==> src/rtl/regfile_pkg.sv <==
// Shared constants and state type for the 8 x 32-bit register bank and its read port.
package regfile_pkg;

  localparam int NUM_REGS = 8;
  localparam int ADDR_W   = 3;
  localparam int DATA_W   = 32;

  typedef enum logic {
    IDLE   = 1'b0,
    STREAM = 1'b1
  } rd_state_e;

endpackage

==> src/rtl/regfile_rd_mux.sv <==
// Combinational 8:1 select of the bank outputs by register index.
// READ_BYPASS_EN: a write landing on the selected register on the same edge overrides the bank value.
module regfile_rd_mux #(
  parameter int DATA_W = 32
) (
  input  logic [DATA_W-1:0] rd_in0,
  input  logic [DATA_W-1:0] rd_in1,
  input  logic [DATA_W-1:0] rd_in2,
  input  logic [DATA_W-1:0] rd_in3,
  input  logic [DATA_W-1:0] rd_in4,
  input  logic [DATA_W-1:0] rd_in5,
  input  logic [DATA_W-1:0] rd_in6,
  input  logic [DATA_W-1:0] rd_in7,
  input  logic [2:0]        sel_i,
  input  logic [7:0]        wr_en_i,
  input  logic [DATA_W-1:0] wr_data_i,
  output logic [DATA_W-1:0] data_o
);
  import regfile_pkg::*;

  logic [DATA_W-1:0] bank [NUM_REGS];

  assign bank[0] = rd_in0;
  assign bank[1] = rd_in1;
  assign bank[2] = rd_in2;
  assign bank[3] = rd_in3;
  assign bank[4] = rd_in4;
  assign bank[5] = rd_in5;
  assign bank[6] = rd_in6;
  assign bank[7] = rd_in7;

`ifdef READ_BYPASS_EN
  always_comb begin
    data_o = bank[sel_i];
    // Return the value the bank will hold after this edge.
    if (wr_en_i[sel_i]) begin
      data_o = wr_data_i;
    end
  end
`else
  logic unused_bypass_nc;
  assign unused_bypass_nc = ^{wr_en_i, wr_data_i};
  assign data_o = bank[sel_i];
`endif

endmodule

==> src/rtl/register32_8_reader.sv <==
// Burst read streaming port for the 8 x 32-bit register bank (valid/ready, full backpressure).
// READ_BYPASS_EN selects write-through of same-edge bank writes into loaded beats.
//
// state  | meaning
// IDLE   | no burst; req_ready high, waiting for a request
// STREAM | out_data holds a beat; advances on out_ready
module register32_8_reader #(
  parameter int DATA_W = 32,
  parameter int LEN_W  = 4
) (
  input  logic              clk,
  input  logic              reset,
  input  logic [DATA_W-1:0] rd_in0,
  input  logic [DATA_W-1:0] rd_in1,
  input  logic [DATA_W-1:0] rd_in2,
  input  logic [DATA_W-1:0] rd_in3,
  input  logic [DATA_W-1:0] rd_in4,
  input  logic [DATA_W-1:0] rd_in5,
  input  logic [DATA_W-1:0] rd_in6,
  input  logic [DATA_W-1:0] rd_in7,
  input  logic [7:0]        wr_en,
  input  logic [DATA_W-1:0] wr_data,
  input  logic              req_valid,
  output logic              req_ready,
  input  logic [2:0]        req_addr,
  input  logic [LEN_W-1:0]  req_len,
  output logic              out_valid,
  input  logic              out_ready,
  output logic [DATA_W-1:0] out_data,
  output logic [2:0]        out_addr,
  output logic              out_last,
  output logic              busy
);
  import regfile_pkg::*;

  rd_state_e         state_q, state_d;
  logic [ADDR_W-1:0] addr_q, addr_d;
  logic [LEN_W-1:0]  cnt_q, cnt_d;
  logic [DATA_W-1:0] data_q, data_d;
  logic [ADDR_W-1:0] oaddr_q, oaddr_d;
  logic              last_q, last_d;

  logic [ADDR_W-1:0] sel;
  logic [DATA_W-1:0] sel_data;

  // The first beat comes straight from the request; later beats from the walking address.
  assign sel = (state_q == IDLE) ? req_addr : addr_q;

  regfile_rd_mux #(.DATA_W(DATA_W)) u_rd_mux (
    .rd_in0    (rd_in0),
    .rd_in1    (rd_in1),
    .rd_in2    (rd_in2),
    .rd_in3    (rd_in3),
    .rd_in4    (rd_in4),
    .rd_in5    (rd_in5),
    .rd_in6    (rd_in6),
    .rd_in7    (rd_in7),
    .sel_i     (sel),
    .wr_en_i   (wr_en),
    .wr_data_i (wr_data),
    .data_o    (sel_data)
  );

  always_ff @(posedge clk or posedge reset) begin
    if (reset) begin
      state_q <= IDLE;
      addr_q  <= '0;
      cnt_q   <= '0;
      data_q  <= '0;
      oaddr_q <= '0;
      last_q  <= 1'b0;
    end else begin
      state_q <= state_d;
      addr_q  <= addr_d;
      cnt_q   <= cnt_d;
      data_q  <= data_d;
      oaddr_q <= oaddr_d;
      last_q  <= last_d;
    end
  end

  always_comb begin
    state_d   = state_q;
    addr_d    = addr_q;
    cnt_d     = cnt_q;
    data_d    = data_q;
    oaddr_d   = oaddr_q;
    last_d    = last_q;
    req_ready = 1'b0;
    out_valid = 1'b0;
    unique case (state_q)
      IDLE: begin
        req_ready = 1'b1;
        // Zero-length requests are consumed without producing a beat.
        if (req_valid && (req_len != '0)) begin
          data_d  = sel_data;
          oaddr_d = req_addr;
          last_d  = (req_len == LEN_W'(1));
          addr_d  = req_addr + 3'd1;
          cnt_d   = req_len - LEN_W'(1);
          state_d = STREAM;
        end
      end
      STREAM: begin
        out_valid = 1'b1;
        if (out_ready) begin
          if (last_q) begin
            last_d  = 1'b0;
            state_d = IDLE;
          end else begin
            data_d  = sel_data;
            oaddr_d = addr_q;
            last_d  = (cnt_q == LEN_W'(1));
            addr_d  = addr_q + 3'd1;
            cnt_d   = cnt_q - LEN_W'(1);
          end
        end
      end
      default: state_d = IDLE;
    endcase
  end

  assign out_data = data_q;
  assign out_addr = oaddr_q;
  assign out_last = last_q;
  assign busy     = out_valid;

endmodule

==> config.mk <==
export PLATFORM = sky130hd
export DESIGN_NAME = register32_8_reader
export DESIGN_NICKNAME = d
export VERILOG_FILES = /design/src/rtl/regfile_pkg.sv /design/src/rtl/regfile_rd_mux.sv /design/src/rtl/register32_8_reader.sv
export SDC_FILE = /design/constraint.sdc
export NUM_CORES = 1
export LEC_CHECK = 0
export BUFFER_PORTS_ARGS = -buffer_cell sky130_fd_sc_hd__buf_2
export CORE_AREA = 2 2 135 137
export CTS_CLUSTER_DIAMETER = 200
export CTS_CLUSTER_SIZE = 10
export DETAILED_ROUTE_END_ITERATION = 7
export DIE_AREA = 0 0 137 139
export PLACE_DENSITY_LB_ADDON = 0.05
export SYNTH_ARGS = -nofsm -noshare
export SYNTH_HDL_FRONTEND = slang
export SYNTH_SLANG_ARGS = --single-unit
==> constraint.sdc <==
create_clock -name clk -period 2.8 [get_ports clk]
set_input_delay 0.56 -clock clk [delete_from_list [all_inputs] [get_ports clk]]
set_output_delay 0.56 -clock clk [all_outputs]
set_load 0.005 [all_outputs]
# == Word level (Yosys, flattened, before mapping) ==
# Cells that the tools add are included.
# word_totals
elab_cells,52
input_bits,307
regBits,44
out_inout_bits,39
# classes
addsub,4
eq_ne,5
mux,30
magnitude_cmp,1
n_reduce_logical,4
bitwise_logic,2
# op_table
op,n
2-to-1 mux 32 bit,5
binary-select mux 32 bit (select 3 bit),1
case mux 32 bit (2 select lines),1
2-to-1 mux 3 bit,7
2-to-1 mux 4 bit,3
case mux 3 bit (2 select lines),2
"equality test 4 x 1 -> 1 bit, second input constant",2
2-to-1 mux 1 bit,8
case mux 4 bit (2 select lines),1
"subtractor 4 x 1 -> 4 bit, second input constant",2
"adder 3 x 1 -> 3 bit, second input constant",2
"greater-or-equal comparator 4 bit, second input constant",1
"!= test 2 bit, second input constant",2
NOT 3 -> 4 bit,1
case mux 1 bit (2 select lines),2
nonzero test 4 bit,1
AND reduction 3 bit,1
"!= test 2 x 1 -> 1 bit, second input constant",1
AND reduction 2 bit,1
logical AND 1 bit,1
NOT 1 bit,1

# == Logic depth before layout (Yosys ltp) ==
# Gate-level depths: netlist (run 1).
# logic_depth
ltp_word,8
depth_mapped,8
mapped_depth_nobuf,6

# == Cells and area by module ==
# A second synthesis (run 1) with hierarchy kept.
# hier_totals
hier_cells,257
hier_area_um2,4008.8
# by_module_without_submodules
mod,seq_area_each_um2,area_each_um2,instances,cells_per_inst
regfile_rd_mux,0.0,2073.2,1,114
register32_8_reader,1101.1,1935.6,1,143

# == Worst setup path before layout (run 1) ==
# No wires, ideal clock.
# synth_timing
path_kind,input to register
from,input port req_len[1]
to,register data_q[17] (netlist: out_data[17])
t_arrival_ps,1978
cell_stages,7
slack_ps,700
n_path_buf,1
t_required_ps,2679
setup_time_ps,121
cell_sequence,inv_1 > ha_1 > or3b_2 > a32o_1 > clkbuf_1 > a22oi_1 > nand2_1
# synth_between
elab_chain_len,4
# synth_rtl
element,line,source
start: declaration,register32_8_reader.sv:26,"input logic [LEN_W-1:0] req_len,"
nonzero test 4 bit,register32_8_reader.sv:95,if (req_valid && (req_len != '0)) begin
logical AND 1 bit,register32_8_reader.sv:95,
!= test 2 x 1 -> 1 bit (no line),-,
AND reduction 3 bit (no line),-,
end signal: assignment,register32_8_reader.sv:76,data_q <= data_d;
end: declaration,register32_8_reader.sv:39,"logic [DATA_W-1:0] data_q, data_d;"
# Every way passes these cells.
# A chain may end at the register's enable or synchronous reset.

# == Worst setup path in the final report (run 1) ==
# layout_timing
from,input port req_len[0]
to,register data_q[8] (netlist: out_data[8])
# Same word-level chain as after synthesis.

==> results of run 1 <==
[metal layers]
layer  GRT usage (%)  routed length, um  vias to the layer above  part of all wire [%]
met3            3.87               1100                       18                   7.5
met1            17.5               5540                     1777                    38
met5               0                  0                        -                     0
met2            27.6               7700                      159                    53
li1                -                  -                     1740                     -
met4            5.26                300                        0                   2.1
[flip-flops by register name, summed over array words and instances, names as in the netlist]
register / count
addr_q: 3
out_addr: 3
state_q: 1
cnt_q: 4
out_data: 32
out_last: 1
[power groups by stage]
stage	clock network [mW]	registers (mW)	logic [mW]
2_1_floorplan	0	1.16	2.42
3_3_place_gp	0	1.15	3.49
3_5_place_dp	0	1.16	3.51
4_1_cts	0.596	1.15	3.52
5_1_grt	0.621	1.20	3.79
6_report	0.572	1.15	3.42
[cell type report]
type | count | area (sq um) | share of cell area [%]
Inverter | 9 | 33.8 | 0.609
Multi-Input combinational cell | 212 | 2340 | 42.2
Clock inverter | 1 | 5.00 | 0.0902
Clock buffer | 6 | 129 | 2.32
Tap cell | 229 | 287 | 5.16
Antenna cell | 1 | 2.50 | 0.0451
Timing Repair Buffer | 318 | 1650 | 29.7
Sequential cell | 44 | 1100 | 19.8
[logic make-up (layout without fill, tap and decap cells)]
kind of cell               Yosys count  count (layout)
adders and majority gates            5               5
xor gates and xnor gates             2               2
DFF                                 44              44
and+or+nand+nor                     87              87
other                                0               1
buffers and inverters               36             334
AOI/OAI and AO/OA                   46              46
muxes                               72              72
[metrics by stage]
| stage | util, % | std cells | power [mW] | worst slack, ps | instance area, sq um |
|---|---|---|---|---|---|
| global route | 31.4 | 819 | 5.61 | 195 | 5550 |
| finish | 31.4 | 820 | 5.14 | 403 | 5550 |
| detailed placement | 30.7 | 812 | 4.68 | 90.5 | 5410 |
| floorplan | - | 292 | 3.58 | 700 | 3600 |
| CTS | 31.4 | 819 | 5.27 | 401 | 5550 |
| global placement | 30.7 | 812 | 4.64 | 105 | 5410 |
[synthesized netlist by cell type]
| cell type | n |
|---|---|
| ha_1 | 5 |
| a22oi_1 | 32 |
| o32ai_1 | 1 |
| clkbuf_1 | 7 |
| nand3_1 | 1 |
| inv_1 | 9 |
| nand2b_1 | 1 |
| buf_6 | 4 |
| mux4_2 | 64 |
| nand2_1 | 71 |
| o21ai_0 | 5 |
| nor3_1 | 2 |
| nor2_1 | 3 |
| nor2b_1 | 2 |
| mux2i_1 | 3 |
| mux2_4 | 1 |
| buf_2 | 15 |
| a222oi_1 | 2 |
| a221o_1 | 1 |
| or3b_2 | 1 |
| mux2_2 | 4 |
| a32o_1 | 1 |
| and3b_1 | 1 |
| buf_4 | 1 |
| nand3b_1 | 1 |
| a21oi_1 | 3 |
| nor3b_1 | 2 |
| dfrtp_1 | 44 |
| or2_2 | 2 |
| xnor2_1 | 2 |
| a21o_1 | 1 |
[final timing paths]
check | from | endpoint | slack (ps) | cells after the start
max reg2reg | state_q | out_data[8] | 480 | 5
min in group clk | out_data[11] | out_data[11] | 460 | 2
min reg2reg | out_data[11] | out_data[11] | 460 | 2
min | reset | out_addr[1] | 150 | 2
max | req_len[0] | out_data[8] | 400 | 8
max in group asynchronous | reset | out_data[23] | 2130 | 3
==> flow_summary.toml, run 1 <==
[synthesis]
synth_area_leaders = "mux4_2 40%, dfrtp_1 31%, nand2_1 7.4%"
ys_ff_latch = 44
seq_area_frac_synth_pct = 30.6
synth-xor-area-share_pct = 0.486
synth_compound_area_share_pct = 9.35
yosys.area.top_type_share_pct = 40.0
yosys_warnings = 0
syn_area_sq_um = 3600
syn_nets = 604
synth_mux_area_share_pct = 42.5
synth_adder_area_share_pct = 1.74
syn_avg_cell_area_sq_um = 12.3
synthCells = 292
yosys.cell_types.count = 31
yosys.area.top_type = "mux4_2"
synth_top_family_by_area = "multiplexers"
yosys.area_share.simple_pct = 10.1

[critical_path]
critPathKind = "input port to register"
path_buf_inv = 3
crit_arrival_ps = 2620
worstSetupEndpointType = "register"
cp_slowest_stage_delay_ps = 880
worstPathCellList = "buf_2 -> inv_1 -> ha_1 -> nor3b_1 -> o32ai_4 -> buf_4 -> a22oi_1 -> nand2_1"
critPathTopFamily = "compound AO/OA/AOI/OAI gates"
critPathMaxFanout = 21
cp_data_required_time_ps = 3030
crit_slowest_cell = "o32ai_4"
crit_path_start_kind = "input port"

[clock_network]
clock_latency_ps = 290
cts_buffer_depth = 2
cts_setup_buffers = 0
cts_resized = 0
h-tree-depth = 2
cts_root_buf = "clkbuf_16"
clock-sinks = 44
cts_tree = "yes"
cts_hold_buf = 0
cts_made_buffers = 5
clkTransAtPathRegs_ps = 60

[global_routing]
overflow = 0
grt_max_degree = 34
grt_pass1_vias = 4101
antenna_found_initial = 1
grt_usage_pct = 15.4
grt_pass1_wl_um = 22300

[die]
rows = 49
start_util_pct = 20.4
fp.dieH_um = 139
core_sq_um = 17700
die-area_sq_um = 19000
die_w_um = 137
io_pins = 346

[routing]
routedWlPerCell_um = 17.8
dr.pass1.iters = 4
drtAntennaViolNets = 0
drcViolationCount = 0
vias = 3694
vias_per_cell = 4.50
dr.first_iter.drc_count = 111
wirelength_um = 14600

[sta]
whs_ps = 154
min_period_ps = 2400
period_share_pct = 85.6
rsz0062_at_grt = "no"
setup_viol = 0
clock.fmax_mhz = 417
tightest_slew_ps = 1100
slew_headroom_pct = 26.7
finClkSkew_ps = 3.56
finalHoldViolCount = 0
slew_viol_final = 0
setup_tns_ps = 0

[final_layout]
fillers = 1911
nNetsFinal = 902
final_cell_mix = "305 x buf_2, 71 x nand2_1, 64 x mux4_2, 44 x dfrtp_1, 32 x a22oi_1"
drive_above_1_share_pct = 67.8
layout_commonest_cell = "buf_2"
areaGrowthSynthToFinish_pct = 54.1

[pwr]
switching_share_pct = 39.7
ir_drop_mv = 0.473
power.internal_mw = 3.10
leakagePower_nw = 2.77
seqPwrFrac_pct = 22.3
pwr-share-comb_pct = 66.6
power_switching_mw = 2.04
cellPowerDensity_nw_per_um2 = 926
power_frac_clock_pct = 11.1

[place]
port_buffers = 305
gp_congestion = 0.769
hpwl_um = 11900

[flow_run]
cap_violations = 0

[hold_path]
min_path_type = "input port to async pin"

[outcome]
status = "complete, no violations"
Note: power is estimated with default switching activity, not from simulation.
==> run 2: changes to the inputs <==
CORE_AREA = 2 2 136 138   (was 2 2 135 137)
DIE_AREA = 0 0 138 140   (was 0 0 137 139)
clock period = 2.7 ns   (was 2.8 ns; I/O delays follow)
==> run 2 against run 1 <==
Net effect:
- clock power rose by 22%
- global-route usage shrank 0.47 points
- worst setup slack lost 34 ps
- critical path depth fell by 3
- register-to-register slack worse by 110 ps
- first-iteration DRC count down 15%
- combinational power increased by 5%
- sequential cell count is the same
- count of clock-buffer cells in the layout stayed put
- final area increased by 0.95%
- sequential power grew 3%
- non-clock buffer count unchanged
- critical path type is now register to register
- critical endpoint is now out_data[23]
- largest cell class unchanged
- largest power group unchanged
- highest routed layer unchanged
==> flow_summary.toml, run 2 (synthesis results as in run 1) <==
[clock_network]
cts_buffer_depth = 2
clock-sinks = 44
clock_latency_ps = 290
cts_tree = "yes"
cts_hold_buf = 0
cts_setup_buffers = 0
h-tree-depth = 2
cts_root_buf = "clkbuf_16"
cts_resized = 0
clkTransAtPathRegs_ps = 70
cts_made_buffers = 5

[pwr]
switching_share_pct = 38.7
ir_drop_mv = 0.398
pwr-share-comb_pct = 65.6
power_switching_mw = 2.12
leakagePower_nw = 2.79
cellPowerDensity_nw_per_um2 = 980
seqPwrFrac_pct = 21.7
power_frac_clock_pct = 12.7
power.internal_mw = 3.36

[global_routing]
antenna_found_initial = 0
grt_pass1_wl_um = 22700
grt_max_degree = 36
grt_pass1_vias = 4182
grt_usage_pct = 14.9
overflow = 0

[sta]
tightest_slew_ps = 1010
period_share_pct = 86.3
finalHoldViolCount = 0
finClkSkew_ps = 7.19
slew_headroom_pct = 32.4
rsz0062_at_grt = "no"
setup_viol = 0
whs_ps = 298
slew_viol_final = 0
setup_tns_ps = 0
min_period_ps = 2330
clock.fmax_mhz = 429

[critical_path]
critPathMaxFanout = 35
crit_slowest_cell = "mux2_2"
critPathKind = "register to register"
crit_path_start_kind = "register"
cp_slowest_stage_delay_ps = 800
crit_arrival_ps = 2500
worstSetupPathDepth = 5
path_buf_inv = 1
cp_data_required_time_ps = 2870
critPathTopFamily = "multiplexers"
worstPathCellList = "mux2_2 -> buf_12 -> mux4_2 -> a22oi_1 -> nand2_1"
reg2reg_depth = 5
worstSetupEndpointType = "register"

[final_layout]
layout_commonest_cell = "buf_2"
final_cell_mix = "305 x buf_2, 71 x nand2_1, 64 x mux4_2, 44 x dfrtp_1, 32 x a22oi_1"
antenna_cells = 0
areaGrowthSynthToFinish_pct = 55.6
drive_above_1_share_pct = 67.9
nNetsFinal = 902
largest_reg_flops = 32

[routing]
drcViolationCount = 0
dr.pass1.iters = 4
met2WireLength_um = 8020
drtAntennaViolNets = 0
routedWlPerCell_um = 18.0
wl_met3_um = 997
dr.first_iter.drc_count = 94
vias_per_cell = 4.56
wirelength_um = 14800
vias = 3737
top_layer = "met4"
wl_met1_um = 5610

[hold_path]
min_path_type = "input port to async pin"

[die]
die-area_sq_um = 19300
start_util_pct = 20.3
die_w_um = 138
core_sq_um = 17800
fp.dieH_um = 140
rows = 49
io_pins = 346

[place]
hpwl_um = 12300
gp_congestion = 0.799
port_buffers = 305

[outcome]
status = "complete, no violations"

[flow_run]
cap_violations = 0
[run 2: layout make-up]
class / instances / area (sq um)
tap: 229 / 287
clock inverter: 2 / 35.0
inverter: 9 / 33.8
timing repair buffer: 318 / 1670
sequential: 44 / 1100
multi-input combinational: 212 / 2340
fill: 1922 / 12200
clock buffer: 6 / 129
[run 2: final timing paths]
| check | startpoint | to | slack (ps) |
|---|---|---|---|
| worst max-delay path | state_q | out_data[23] | 370 |
| worst min-delay path | reset | out_data[4] | 300 |
| worst max register to register | state_q | out_data[23] | 370 |
| worst min register to register | out_data[28] | out_data[28] | 460 |
| max in group asynchronous | reset | out_data[24] | 1660 |
| min in group clk | out_data[28] | out_data[28] | 460 |
[run 2: worst reg2reg max path, cell delays in order (launching register included)]
cell and delay (ps):
dfrtp_1 430, mux2_2 800, buf_12 330, mux4_2 360, a22oi_1 210, nand2_1 80
[run 2: power groups by stage]
stage	Combinational, mW	Clock (mW)	Sequential, mW
after floorplan	2.51	0	1.21
after global placement	3.71	0	1.19
after detailed placement	3.74	0	1.20
after CTS	3.74	0.738	1.20
after global routing	3.99	0.752	1.24
final	3.60	0.699	1.19
[run 2: metal layers]
| metal | vias up | GRT usage [%] |
|---|---|---|
| met2 | 170 | 28.1 |
| met3 | 10 | 3.59 |
| met4 | 0 | 3.33 |
| li1 | 1740 | - |
| met5 | - | 0 |
| met1 | 1817 | 17.0 |
[run 2: stage by stage]
| stage | power (mW) | util, % | instance area, sq um | cells | worst slack [ps] |
|---|---|---|---|---|---|
| after floorplan | 3.72 | - | 3600 | 292 | 620 |
| after global placement | 4.90 | 30.6 | 5440 | 812 | 188 |
| after detailed placement | 4.94 | 30.6 | 5440 | 812 | 207 |
| after CTS | 5.67 | 31.5 | 5600 | 820 | 306 |
| after global routing | 5.99 | 31.5 | 5600 | 820 | 199 |
| final | 5.49 | 31.5 | 5600 | 820 | 369 |
==> run 3: changes to the inputs <==
REMOVE_ABC_BUFFERS = 1   (was not set)
==> run 3 against run 2 <==
Net effect:
- total power fell by 1.8%
- utilization about the same
- sequential power about the same
- worst setup slack improved by 200 ps
- combinational power about the same
- global-route usage decreased by 0.17 points
- highest routed layer is now met5
==> flow_summary.toml, run 3 (synthesis results as in run 1) <==
[sta]
whs_ps = 408
min_period_ps = 2130
tightest_slew_ps = 622
period_share_pct = 78.9
finClkSkew_ps = 2.98
slew_headroom_pct = 58.5
clock.fmax_mhz = 469
setup_viol = 0
finalHoldViolCount = 0
rsz0062_at_grt = "no"
slew_viol_final = 0

[die]
rows = 49
die-area_sq_um = 19300
core_sq_um = 17800
fp.dieH_um = 140
start_util_pct = 20.3
die_w_um = 138
io_pins = 346

[routing]
vias_per_cell = 4.51
wirelength_um = 14500
vias = 3715
drtAntennaViolNets = 0
dr.pass1.iters = 4
routedWlPerCell_um = 17.6
drcViolationCount = 0
dr.first_iter.drc_count = 135

[critical_path]
critPathKind = "input port to register"
reg2reg_depth = 6
critPathMaxFanout = 13
cp_data_required_time_ps = 2870
r2r-start = "state_q"
crit_path_start_kind = "input port"
r2r-end = "out_data[2]"
worstSetupEndpointType = "register"
crit_arrival_ps = 2300
r2r_setup_slack_ps = 710

[pwr]
total_power_mw = 5.39
cellPowerDensity_nw_per_um2 = 962
leakagePower_nw = 2.79
ir_drop_mv = 0.904

[global_routing]
overflow = 0
grt_pass1_wl_um = 22400
grt_max_degree = 45
antenna_found_initial = 5
grt_usage_pct = 14.7
grt_pass1_vias = 4236

[place]
port_buffers = 305
gp_congestion = 0.746
hpwl_um = 11900
dp_cells = 813

[final_layout]
largest_reg_flops = 32
areaGrowthSynthToFinish_pct = 55.6
fillers = 1927
drive_above_1_share_pct = 67.7
final_cell_mix = "305 x buf_2, 71 x nand2_1, 64 x mux4_2, 44 x dfrtp_1, 32 x a22oi_1"
nNetsFinal = 903
stdcell_count = 824
layout_commonest_cell = "buf_2"

[clock_network]
cts_buffer_depth = 2
clock-sinks = 44
h-tree-depth = 2
cts_resized = 0
clock_latency_ps = 290
cts_hold_buf = 0
cts_made_buffers = 5
cts_tree = "yes"
cts_root_buf = "clkbuf_16"
clkTransAtPathRegs_ps = 60
cts_setup_buffers = 0

[hold_path]
min_path_type = "input port to async pin"

[outcome]
status = "complete, no violations"

[flow_run]
cap_violations = 0
## run 3: cell types whose count changed in the layout (fill, tap and decap cells not counted)
cell and change:
buf_4 +1, bufinv_16 -1, clkbuf_1 +1, clkbuf_8 +1, clkinv_2 -1, diode_2 +3, mux2_2 -1, mux2_4 +1
## run 3: metrics by stage
stage          worst slack, ps  utilization (%)  setup TNS [ps]  cell area (sq um)
3_3_place_gp               254             30.7               0               5450
6_report                   570             31.5               0               5600
4_1_cts                    549             31.5               0               5600
2_1_floorplan             -873                -          -27930               3450
3_5_place_dp               245             30.7               0               5450
5_1_grt                    451             31.5               0               5600
## run 3: worst max path at each step
stage | start | end | slack, ps | cells after the start
final | req_len[0] | out_addr[2] | 570 | 8
after global routing | req_len[0] | out_data[6] | 450 | 8
after CTS | req_len[0] | out_addr[2] | 550 | 8
after detailed placement | req_len[0] | out_addr[2] | 250 | 8
after global placement | req_len[0] | out_addr[2] | 250 | 8
after floorplan | req_len[1] | cnt_q[2] | -870 | 6
## run 3: power breakdown
group | total [mW] | internal [mW] | switching [mW]
Combinational | 3.58 | 1.93 | 1.65
Sequential | 1.18 | 1.00 | 0.176
Clock | 0.633 | 0.370 | 0.263
Total | 5.39 | 3.30 | 2.09
## run 3: metal layers
| metal | routed length, um | track usage [%] |
|---|---|---|
| met1 | 5190 | 15.9 |
| met4 | 192 | 3.71 |
| met2 | 7930 | 27.5 |
| met5 | 22 | 0 |
| met3 | 1160 | 5.23 |
## run 3: layout make-up
class                   count  area (sq um)  area share (%)
diodes                      3          7.51           0.134
clock buffers               8           146            2.61
inverters                   9          33.8           0.603
multi-input cells         212          2350            41.9
flip-flops and latches     44          1100            19.6
well taps                 229           287            5.11
repair buffers            319          1680            30.0
## run 3: critical path: stages
cell     delay, ps
buf_2          110
inv_1          100
ha_1           200
or3b_2         510
a21oi_4        410
buf_4          220
buf_12         130
a21oi_1         60
